--- src/rtl/sevenseg_pkg.sv ---
// Shared 7-segment definitions: segment bit positions, hex glyph table and capture FSM states.
// Used by both the capture (decode) side and the display (encode) side.
package sevenseg_pkg;

  localparam int unsigned SEG_W = 8;
  localparam int unsigned NIB_W = 4;
  localparam int unsigned PAT_W = 7;
  localparam int unsigned HEX_N = 16;

  // Segment bit positions within an 8-bit segment bus
  typedef enum int unsigned {
    SEG_A  = 0,
    SEG_B  = 1,
    SEG_C  = 2,
    SEG_D  = 3,
    SEG_E  = 4,
    SEG_F  = 5,
    SEG_G  = 6,
    SEG_DP = 7
  } seg_bit_e;

  // Glyph for nibble n sits at HEX_TABLE[n]; listed from F down to 0
  localparam logic [HEX_N-1:0][PAT_W-1:0] HEX_TABLE = {
    7'h71, 7'h79, 7'h5E, 7'h39, 7'h7C, 7'h77, 7'h6F, 7'h7F,
    7'h07, 7'h7D, 7'h6D, 7'h66, 7'h4F, 7'h5B, 7'h06, 7'h3F
  };

  typedef enum logic [1:0] {
    IDLE  = 2'd0,
    TRACK = 2'd1,
    HOLD  = 2'd2
  } state_t;

endpackage

--- src/rtl/seg_to_hex.sv ---
// Combinational reverse lookup of a 7-segment glyph to its hex nibble.
// Patterns outside the glyph table (including blank) report legal_c = 0.
module seg_to_hex
  import sevenseg_pkg::*;
(
  input  logic [PAT_W-1:0] pattern,
  output logic             legal_c,
  output logic [NIB_W-1:0] nibble_c
);

  always_comb begin
    legal_c  = 1'b0;
    nibble_c = '0;
    for (int unsigned i = 0; i < HEX_N; i++) begin
      if (pattern == HEX_TABLE[i]) begin
        legal_c  = 1'b1;
        nibble_c = NIB_W'(i);
      end
    end
  end

endmodule

--- src/rtl/sevenseg_capture.sv ---
// Receive side of a multiplexed 7-segment display: waits for each digit's pattern to settle and
// decodes it back to hex. Define SEVENSEG_ERR_CNT_EN to add the saturating err_count output.
module sevenseg_capture #(
  parameter int unsigned DIGITS        = 4,
  parameter int unsigned STABLE_CYCLES = 16,
  parameter bit          ACTIVE_LOW    = 1'b1
) (
  input  logic                clk,
  input  logic                rst_n,
  input  logic [7:0]          seg_in,
  input  logic [DIGITS-1:0]   an_in,
  output logic [4*DIGITS-1:0] digits_out,
  output logic [DIGITS-1:0]   dp_out,
  output logic [DIGITS-1:0]   digit_valid,
  output logic                bad_pattern,
  output logic                frame_done
`ifdef SEVENSEG_ERR_CNT_EN
  ,
  output logic [7:0]          err_count
`endif
);
  import sevenseg_pkg::*;

  localparam int unsigned CNT_W = $clog2(STABLE_CYCLES + 1);
  localparam int unsigned IN_W  = DIGITS + SEG_W;
  localparam logic [IN_W-1:0]  RAW_IDLE = {IN_W{ACTIVE_LOW}};
  localparam logic [CNT_W-1:0] CNT_LAST = CNT_W'(STABLE_CYCLES - 1);
  localparam logic [CNT_W-1:0] CNT_MAX  = CNT_W'(STABLE_CYCLES);

  logic [1:0]        rst_pipe;
  logic              rst_core_n;
  logic [IN_W-1:0]   sync1_q, sync2_q;
  logic [IN_W-1:0]   sample_c;
  logic [DIGITS-1:0] samp_an_c;
  logic              onehot_c, match_c;
  logic [IN_W-1:0]   lat_q;
  logic [DIGITS-1:0] lat_an_c;
  logic [CNT_W-1:0]  cnt_q;
  logic              capture_q;
  state_t            state_q, state_nxt;
  logic              latch_c, cnt_inc_c, cnt_clr_c, capture_c;
  logic              legal_c;
  logic [NIB_W-1:0]  nibble_c;
  logic [DIGITS-1:0] seen_q;

  // Reset asserts asynchronously, releases on a clock edge
  always_ff @(posedge clk or negedge rst_n) begin
    if (!rst_n) rst_pipe <= 2'b00;
    else        rst_pipe <= {rst_pipe[0], 1'b1};
  end
  assign rst_core_n = rst_pipe[1];

  // Two-flop synchroniser; reset to the inactive bus level so nothing looks driven
  always_ff @(posedge clk or negedge rst_core_n) begin
    if (!rst_core_n) begin
      sync1_q <= RAW_IDLE;
      sync2_q <= RAW_IDLE;
    end else begin
      sync1_q <= {an_in, seg_in};
      sync2_q <= sync1_q;
    end
  end

  assign sample_c  = sync2_q ^ RAW_IDLE;
  assign samp_an_c = sample_c[IN_W-1:SEG_W];
  assign onehot_c  = (samp_an_c != '0) && ((samp_an_c & (samp_an_c - DIGITS'(1))) == '0);
  assign match_c   = (sample_c == lat_q);
  assign lat_an_c  = lat_q[IN_W-1:SEG_W];

  always_ff @(posedge clk or negedge rst_core_n) begin
    if (!rst_core_n) state_q <= IDLE;
    else             state_q <= state_nxt;
  end

  always_comb begin
    state_nxt = state_q;
    case (state_q)
      IDLE:    if (onehot_c) state_nxt = TRACK;
      TRACK: begin
        if (match_c) begin
          if (cnt_q == CNT_LAST) state_nxt = HOLD;
        end else if (!onehot_c) begin
          state_nxt = IDLE;
        end
      end
      HOLD:    if (!match_c) state_nxt = onehot_c ? TRACK : IDLE;
      default: state_nxt = IDLE;
    endcase
  end

  always_comb begin
    latch_c   = 1'b0;
    cnt_inc_c = 1'b0;
    cnt_clr_c = 1'b0;
    capture_c = 1'b0;
    case (state_q)
      IDLE: latch_c = onehot_c;
      TRACK, HOLD: begin
        if (match_c) begin
          cnt_inc_c = 1'b1;
          capture_c = (state_q == TRACK) && (cnt_q == CNT_LAST);
        end else begin
          latch_c   = onehot_c;
          cnt_clr_c = !onehot_c;
        end
      end
      default: ;
    endcase
  end

  // Latched pattern and saturating stability counter
  always_ff @(posedge clk or negedge rst_core_n) begin
    if (!rst_core_n) begin
      lat_q     <= '0;
      cnt_q     <= '0;
      capture_q <= 1'b0;
    end else begin
      capture_q <= capture_c;
      if (latch_c) begin
        lat_q <= sample_c;
        cnt_q <= CNT_W'(1);
      end else if (cnt_clr_c) begin
        cnt_q <= '0;
      end else if (cnt_inc_c && (cnt_q != CNT_MAX)) begin
        cnt_q <= cnt_q + CNT_W'(1);
      end
    end
  end

  seg_to_hex u_dec (
    .pattern  (lat_q[SEG_G:SEG_A]),
    .legal_c  (legal_c),
    .nibble_c (nibble_c)
  );

  // A capture on the frame_done cycle already belongs to the next frame
  always_ff @(posedge clk or negedge rst_core_n) begin
    if (!rst_core_n) begin
      digits_out  <= '0;
      dp_out      <= '0;
      digit_valid <= '0;
      seen_q      <= '0;
      bad_pattern <= 1'b0;
      frame_done  <= 1'b0;
    end else begin
      bad_pattern <= capture_q && !legal_c;
      frame_done  <= &seen_q;
      seen_q      <= ((&seen_q) ? '0 : seen_q) | ((capture_q && legal_c) ? lat_an_c : '0);
      for (int unsigned k = 0; k < DIGITS; k++) begin
        if (capture_q && legal_c && lat_an_c[k]) begin
          digits_out[4*k +: 4] <= nibble_c;
          dp_out[k]            <= lat_q[SEG_DP];
          digit_valid[k]       <= 1'b1;
        end
      end
    end
  end

`ifdef SEVENSEG_ERR_CNT_EN
  always_ff @(posedge clk or negedge rst_core_n) begin
    if (!rst_core_n)                                 err_count <= '0;
    else if (capture_q && !legal_c && err_count != 8'hFF) err_count <= err_count + 8'd1;
  end
`endif

endmodule

--- config.mk ---
export PLATFORM = sky130hd
export DESIGN_NAME = sevenseg_capture
export DESIGN_NICKNAME = d
export VERILOG_FILES = /design/src/rtl/sevenseg_pkg.sv /design/src/rtl/seg_to_hex.sv /design/src/rtl/sevenseg_capture.sv
export SDC_FILE = /design/constraint.sdc
export NUM_CORES = 1
export LEC_CHECK = 0
export ABC_AREA = 1
export BUFFER_PORTS_ARGS = -buffer_cell sky130_fd_sc_hd__clkbuf_2
export CAP_MARGIN = 5
export CORE_ASPECT_RATIO = 1.5
export CORE_UTILIZATION = 50
export DETAILED_ROUTE_END_ITERATION = 6
export PLACE_DENSITY_LB_ADDON = 0.3
export SLEW_MARGIN = 20
export SYNTH_ARGS = -nofsm -noshare
export SYNTH_HDL_FRONTEND = slang
export SYNTH_HIERARCHICAL = 1
export SYNTH_SLANG_ARGS = --single-unit
--- constraint.sdc ---
create_clock -name clk -period 3 [get_ports clk]
set_clock_uncertainty 0.05 [all_clocks]
set_input_delay 0.6 -clock clk [delete_from_list [all_inputs] [get_ports clk]]
set_output_delay 0.6 -clock clk [all_outputs]
set_load 0.02 [all_outputs]
# After elaboration in Yosys (flattened, before gate mapping)

Cells that the tools add are included.

Register bits after elaboration: 76
Input port bits: 14
Output and inout port bits: 26
Word-level logic and storage cells: 121

Equality and inequality tests: 25
Add/sub/neg operators: 2
Mux-type cells: 51
Reductions and logical operators: 18
Bitwise gates (word level): 3

Operator list:

| kind                  | number |
|---|---|
| $eq A7 B7 Y1 const B  | 12 |
| $mux W4               | 10 |
| $mux W1               | 25 |
| $mux W5               | 3 |
| $eq A7 B3 Y1 const B  | 2 |
| $eq A7 B6 Y1 const B  | 2 |
| $mux W2               | 7 |
| $eq A12 B12 Y1        | 1 |
| $mux W3               | 4 |
| $not A12 Y12          | 1 |
| $logic_and A1 B1 Y1   | 9 |
| $reduce_and A4 Y1     | 2 |
| $ne A3 B3 Y1 const B  | 2 |
| $pmux W2 S3           | 1 |
| $add A5 B1 Y5 const B | 1 |
| $eq A5 B4 Y1 const B  | 1 |
| $ne A5 B5 Y1 const B  | 1 |
| $and A4 B4 Y4         | 1 |
| $logic_not A4 Y1      | 1 |
| $ne A2 B2 Y1 const B  | 2 |
| $or A4 B4 Y4          | 1 |
| $reduce_bool A4 Y1    | 1 |
| $sub A4 B1 Y4 const B | 1 |
| $reduce_bool A3 Y1    | 1 |
| other kinds (6)       | 7 |

# Logic depth before layout (Yosys ltp)

Word-level depth: 20
Gate-level depth with buffers: 13
Mapped depth without buffers: 12

# Hierarchy

The synthesis kept the hierarchy.

Modules (own cells, without submodules):

| module           | seq. area each (um^2) | times used | cells an instance | area an instance (um^2) |
|---|---|---|---|---|
| sevenseg_capture | 1,931.9               | 1          | 357               | 3,314.4 |
| seg_to_hex       | 0.0                   | 1          | 67                | 299.0 |

# Worst setup path after synthesis

Ideal clock, no wire load.

Path type: reg2reg
Start point: register lat_q[3]
End point: register seen_q[0]
Buffers on the path: 1
Clock period less this slack: 1,787 ps
Data required time: 2,808 ps
Path slack: 1,213 ps
Setup time: 142 ps
Cell stages (with the launch flop): 10
Data arrival time: 1,594 ps
Cell sequence: dfrtp_1 -> nand2_1 -> nor2_1 -> o21ai_0 -> nand2_1 -> nor3_1 -> nand2_1 -> nand3_1 -> clkbuf_1 -> o21ai_0

Word-level cells in the longest chain between the ends: 20
Elaborated cells on any way between the ends: 35
Classes of those cells: eq/ne: 16; mux: 17; bitwise: 1; reduce/logical: 1

RTL lines:

| element                | line                    | source |
|---|---|---|
| from (decl)            | sevenseg_capture.sv:36  | `logic [IN_W-1:0] lat_q;` |
| from (signal assigned) | sevenseg_capture.sv:120 | `lat_q <= sample_c;` |
| $eq A7 B6 Y1           | seg_to_hex.sv:15        | `if (pattern == HEX_TABLE[i]) begin` |
| $mux W1 (15 in series) | seg_to_hex.sv:15        |  |
| $mux W1 *              | seg_to_hex.sv:15        |  |
| named net legal_c      | sevenseg_capture.sv:42  | `logic legal_c;` |
| $logic_and A1 B1 Y1 *  | sevenseg_capture.sv:148 | `seen_q <= ((&seen_q) ? '0 : seen_q) \| ((capture_q && legal_c) ? lat_an_c : '0);` |
| $mux W4 *              | sevenseg_capture.sv:148 |  |
| $or A4 B4 Y4 *         | sevenseg_capture.sv:148 |  |
| to (signal assigned)   | sevenseg_capture.sv:148 |  |
| to (decl)              | sevenseg_capture.sv:44  | `logic [DIGITS-1:0] seen_q;` |

The timed path passes the listed nets; every way through them passes the cells marked *.
A chain may end at the register's enable or synchronous reset.

# Worst setup path in the final report

Start point: register lat_q[3]
End point: register seen_q[3]

The elaborated chain is that of the path after synthesis.

==> flow_metrics.py <==
metrics = {
    "status": {
        "run_status": "finished, final reports clean",
    },
    "cts": {
        "clk_root_buffer_cell": "clkbuf_8",
        "clk_latency_ns": 0.35,
        "post_cts_resize_count": 0,
        "post-cts-setup-buffer-count": 0,
        "tritoncts": "done",
        "tritoncts.num_buffers": 9,
        "ctsLongestPathBuffers": 2,
        "clock_tree.htree_level_count": 3,
        "clk_pin_slew_ns": 0.08,
        "cts_hold_buffers": 1,
        "clock_sinks": 76,
    },
    "floorplanning": {
        "initial_utilization_pct": 52.0,
        "design.die.area_um2": 7580,
        "design.portCount": 40,
        "standard_cell_row_count": 37,
        "die_h_um": 106,
        "die-width_um": 71.4,
        "placeableCoreArea_um2": 6940,
    },
    "critical_path": {
        "critical_path_peak_fanout": 12,
        "worst_ep_required_time_ns": 3.16,
        "reg2regPathDepth": 8,
        "endpoint_kind": "flip-flop",
        "critical_path.reg2reg.endpoint": "seen_q[3]",
        "worst_ep_arrival_time_ns": 2.29,
        "timing_worst_setup_path_type": "flip-flop to flip-flop",
        "worst_reg2reg_startpoint": "lat_q[3]",
        "r2r_setup_slack_ns": 0.87,
        "critical_path.startpoint_type": "flip-flop",
    },
    "synth": {
        "synthesis.yosys.warnings": 6,
        "synth_area_per_cell_um2": 8.52,
        "largest_family_of_logic_cells_by_synthesized_area": "simple AND/OR/NAND/NOR gates",
        "synth_compound_gate_area_share_pct": 7.65,
        "synth.cell_area_um2": 3610,
        "synth_nets": 445,
        "ys_seq_area_share_pct": 53.5,
        "post_synth_and_or_nand_nor_area_fraction_pct": 27.6,
        "synth_cell_type_count": 28,
        "syn-instance-count": 424,
        "post_synth_fa_ha_maj_area_fraction_pct": 2.42,
        "synth_largest_area_cell": "dfrtp_1",
        "synth_seq_cells": 76,
        "portion_of_netlist_area_occupied_by_mux_cells_pct": 0,
        "largest_cells_by_area_after_synthesis": "dfrtp_1, dfstp_2, nand2_1",
        "yosys.area.top_type_share_pct": 36.0,
        "synthXorXnorAreaFrac_pct": 0.242,
    },
    "final_layout": {
        "fillCellCount": 616,
        "final_cell_area_um2": 4090,
        "nNetsFinal": 491,
        "drive_above_1_share_pct": 25.5,
        "antennaDiodeCount": 0,
        "multiInputGateArea_um2": 1370,
        "area.sequential_um2": 1930,
        "synthToLayoutAreaGrowth_pct": 13.1,
    },
    "drt": {
        "drt-pass1-iter-count": 4,
        "finalWirelength_mm": 6.98,
        "avgViaCountPerCell": 4.97,
        "antenna_violating_nets_post_route": 0,
        "wire_per_inst_um": 12.6,
        "drc": 0,
        "drt_first_iter_violations": 70,
        "vias": 2747,
    },
    "power_and_ir_drop": {
        "static-leakage-power_nw": 2.14,
        "power_density_nw_per_um2": 696,
        "worst_ir_drop_vdd_mv": 0.426,
    },
    "flow_run": {
        "max-cap-violations": 0,
    },
    "worst_hold_path": {
        "worst_min_delay_path_category": "primary input to flip-flop",
        "min_delay_path_depth": 1,
        "worst_hold_path.endpoint": "sync1_q[10]",
        "hold_start": "an_in[2]",
    },
    "global_route": {
        "grt_start_max_net_pins": 75,
        "antenna_violations_before_repair": 0,
        "grt_pass1_wl_mm": 12.2,
        "grt_total_ovfl": 0,
        "global_route_total_usage_across_every_layer_pct": 21.4,
        "first_global_vias": 2782,
    },
    "sta": {
        "worstMarginPinSlew_ns": 0.908,
        "final_min_period_over_clock_period_pct": 71.0,
        "timing_max_transition_violations_final": 0,
        "max_clock_freq_ghz": 0.469,
        "final_number_of_hold_violating_endpoints": 0,
        "final.hold.worst_slack_ns": 0.274,
        "setup_viol": 0,
        "timing.setup.tns_ns": 0,
        "rsz0062_at_grt": "false",
        "final_period_minus_worst_setup_slack_ns": 2.13,
        "slew_headroom_pct": 39.4,
    },
    "place": {
        "port_buffers": 39,
        "gp_congestion": 0.843,
        "placed_area_um2": 3870,
        "detailed_place_hpwl_mm": 5.29,
    },
}
-- metrics by stage --
step	instances	util, %	setup slack (ns)	power, mW
after global routing	553	58.8	0.577	3.06
after CTS	553	58.8	0.856	2.88
after detailed placement	536	55.8	0.874	2.09
after floorplan	424	-	0.719	1.92
final	553	58.8	0.869	2.84
after global placement	536	55.8	0.905	2.08
-- sequential cells by signal, indices dropped and copies added (netlist names) --
register	count
digits_out	16
lat_q	12
sync1_q	12
sync2_q	12
cnt_q	5
digit_valid	4
dp_out	4
seen_q	4
rst_pipe	2
state_q	2
bad_pattern	1
capture_q	1
frame_done	1
-- critical path: stages (launching register included) --
cell and delay, ns:
dfrtp_1 0.45, nand2_1 0.15, nor2_1 0.09, o21ai_0 0.29, nand2_1 0.10, nor3_1 0.16, nand2_1 0.15, nand3_1 0.40
o21ai_0 0.15
-- cell usage after synthesis --
cell / number
nor2_4: 5
nand2_2: 7
ha_1: 7
nand4_1: 10
nor2_2: 8
o21ai_0: 27
dfstp_2: 24
nor4_1: 2
nor3_1: 4
inv_2: 4
xnor2_1: 1
nand2_4: 3
nand3_1: 22
buf_6: 1
o21bai_1: 1
o21ai_1: 3
clkbuf_1: 4
dfrtp_1: 52
nand3_2: 1
a21oi_1: 1
nor2_1: 27
buf_8: 1
inv_1: 67
o21ai_2: 12
nand2_1: 127
conb_1: 1
nor2_8: 1
a41oi_1: 1
-- per-layer routing --
metal | track usage [%] | up-vias | routed length, um
met3 | 5.21 | 20 | 212
met5 | 0 | - | 0
li1 | - | 1399 | -
met4 | 12.0 | 0 | 257
met1 | 23.9 | 1274 | 2910
met2 | 36.9 | 54 | 3600
-- cell families (layout without fill, tap and decap cells) --
| logic type | Yosys count | after routing |
|---|---|---|
| AND/OR/NAND/NOR | 217 | 217 |
| buffers and inverters | 77 | 128 |
| adder cells (fa/ha/maj) | 7 | 7 |
| XOR/XNOR | 1 | 1 |
| other | 1 | 1 |
| flip-flops | 76 | 76 |
| AO/OA/AOI/OAI | 45 | 45 |
-- layout make-up --
cell class,instances,share of cell area [%]
repair buffers,41,5.21
clock buffers,11,3.46
well taps,78,2.39
flip-flops and latches,76,47.3
inverters,71,6.52
multi-input cells,271,33.6
clock inverters,5,1.50
-- power by group --
part / internal, mW / switching [mW]
combinational: 0.249 / 0.510
sequential: 1.15 / 0.160
clock: 0.408 / 0.367
total: 1.81 / 1.04
-- cell usage in the layout, fill, tap and decap left out, types with 2 or more instances in the layout --
master      count
clkbuf_2       39
clkbuf_8       10
clkinvlp_4      3
dfrtp_1        51
dfstp_2        24
ha_1            7
inv_1          67
inv_2           4
nand2_1       127
nand2_2         7
nand2_4         3
nand3_1        22
nand4_1        10
nor2_1         27
nor2_2          8
nor2_4          5
nor3_1          4
nor4_1          2
o21ai_0        27
o21ai_1         3
o21ai_2        12
-- worst max-delay path by stage --
stage	depth (start not counted)	endpoint	startpoint	slack, ns
after floorplan	0	bad_pattern	rst_pipe[1]	0.72
after global placement	11	digits_out[14]	lat_q[1]	0.90
after detailed placement	11	digits_out[12]	lat_q[1]	0.87
after CTS	8	seen_q[0]	lat_q[3]	0.86
after global routing	10	dp_out[3]	lat_q[0]	0.58
final	8	seen_q[3]	lat_q[3]	0.87
Note: power is estimated with default switching activity, not from simulation.
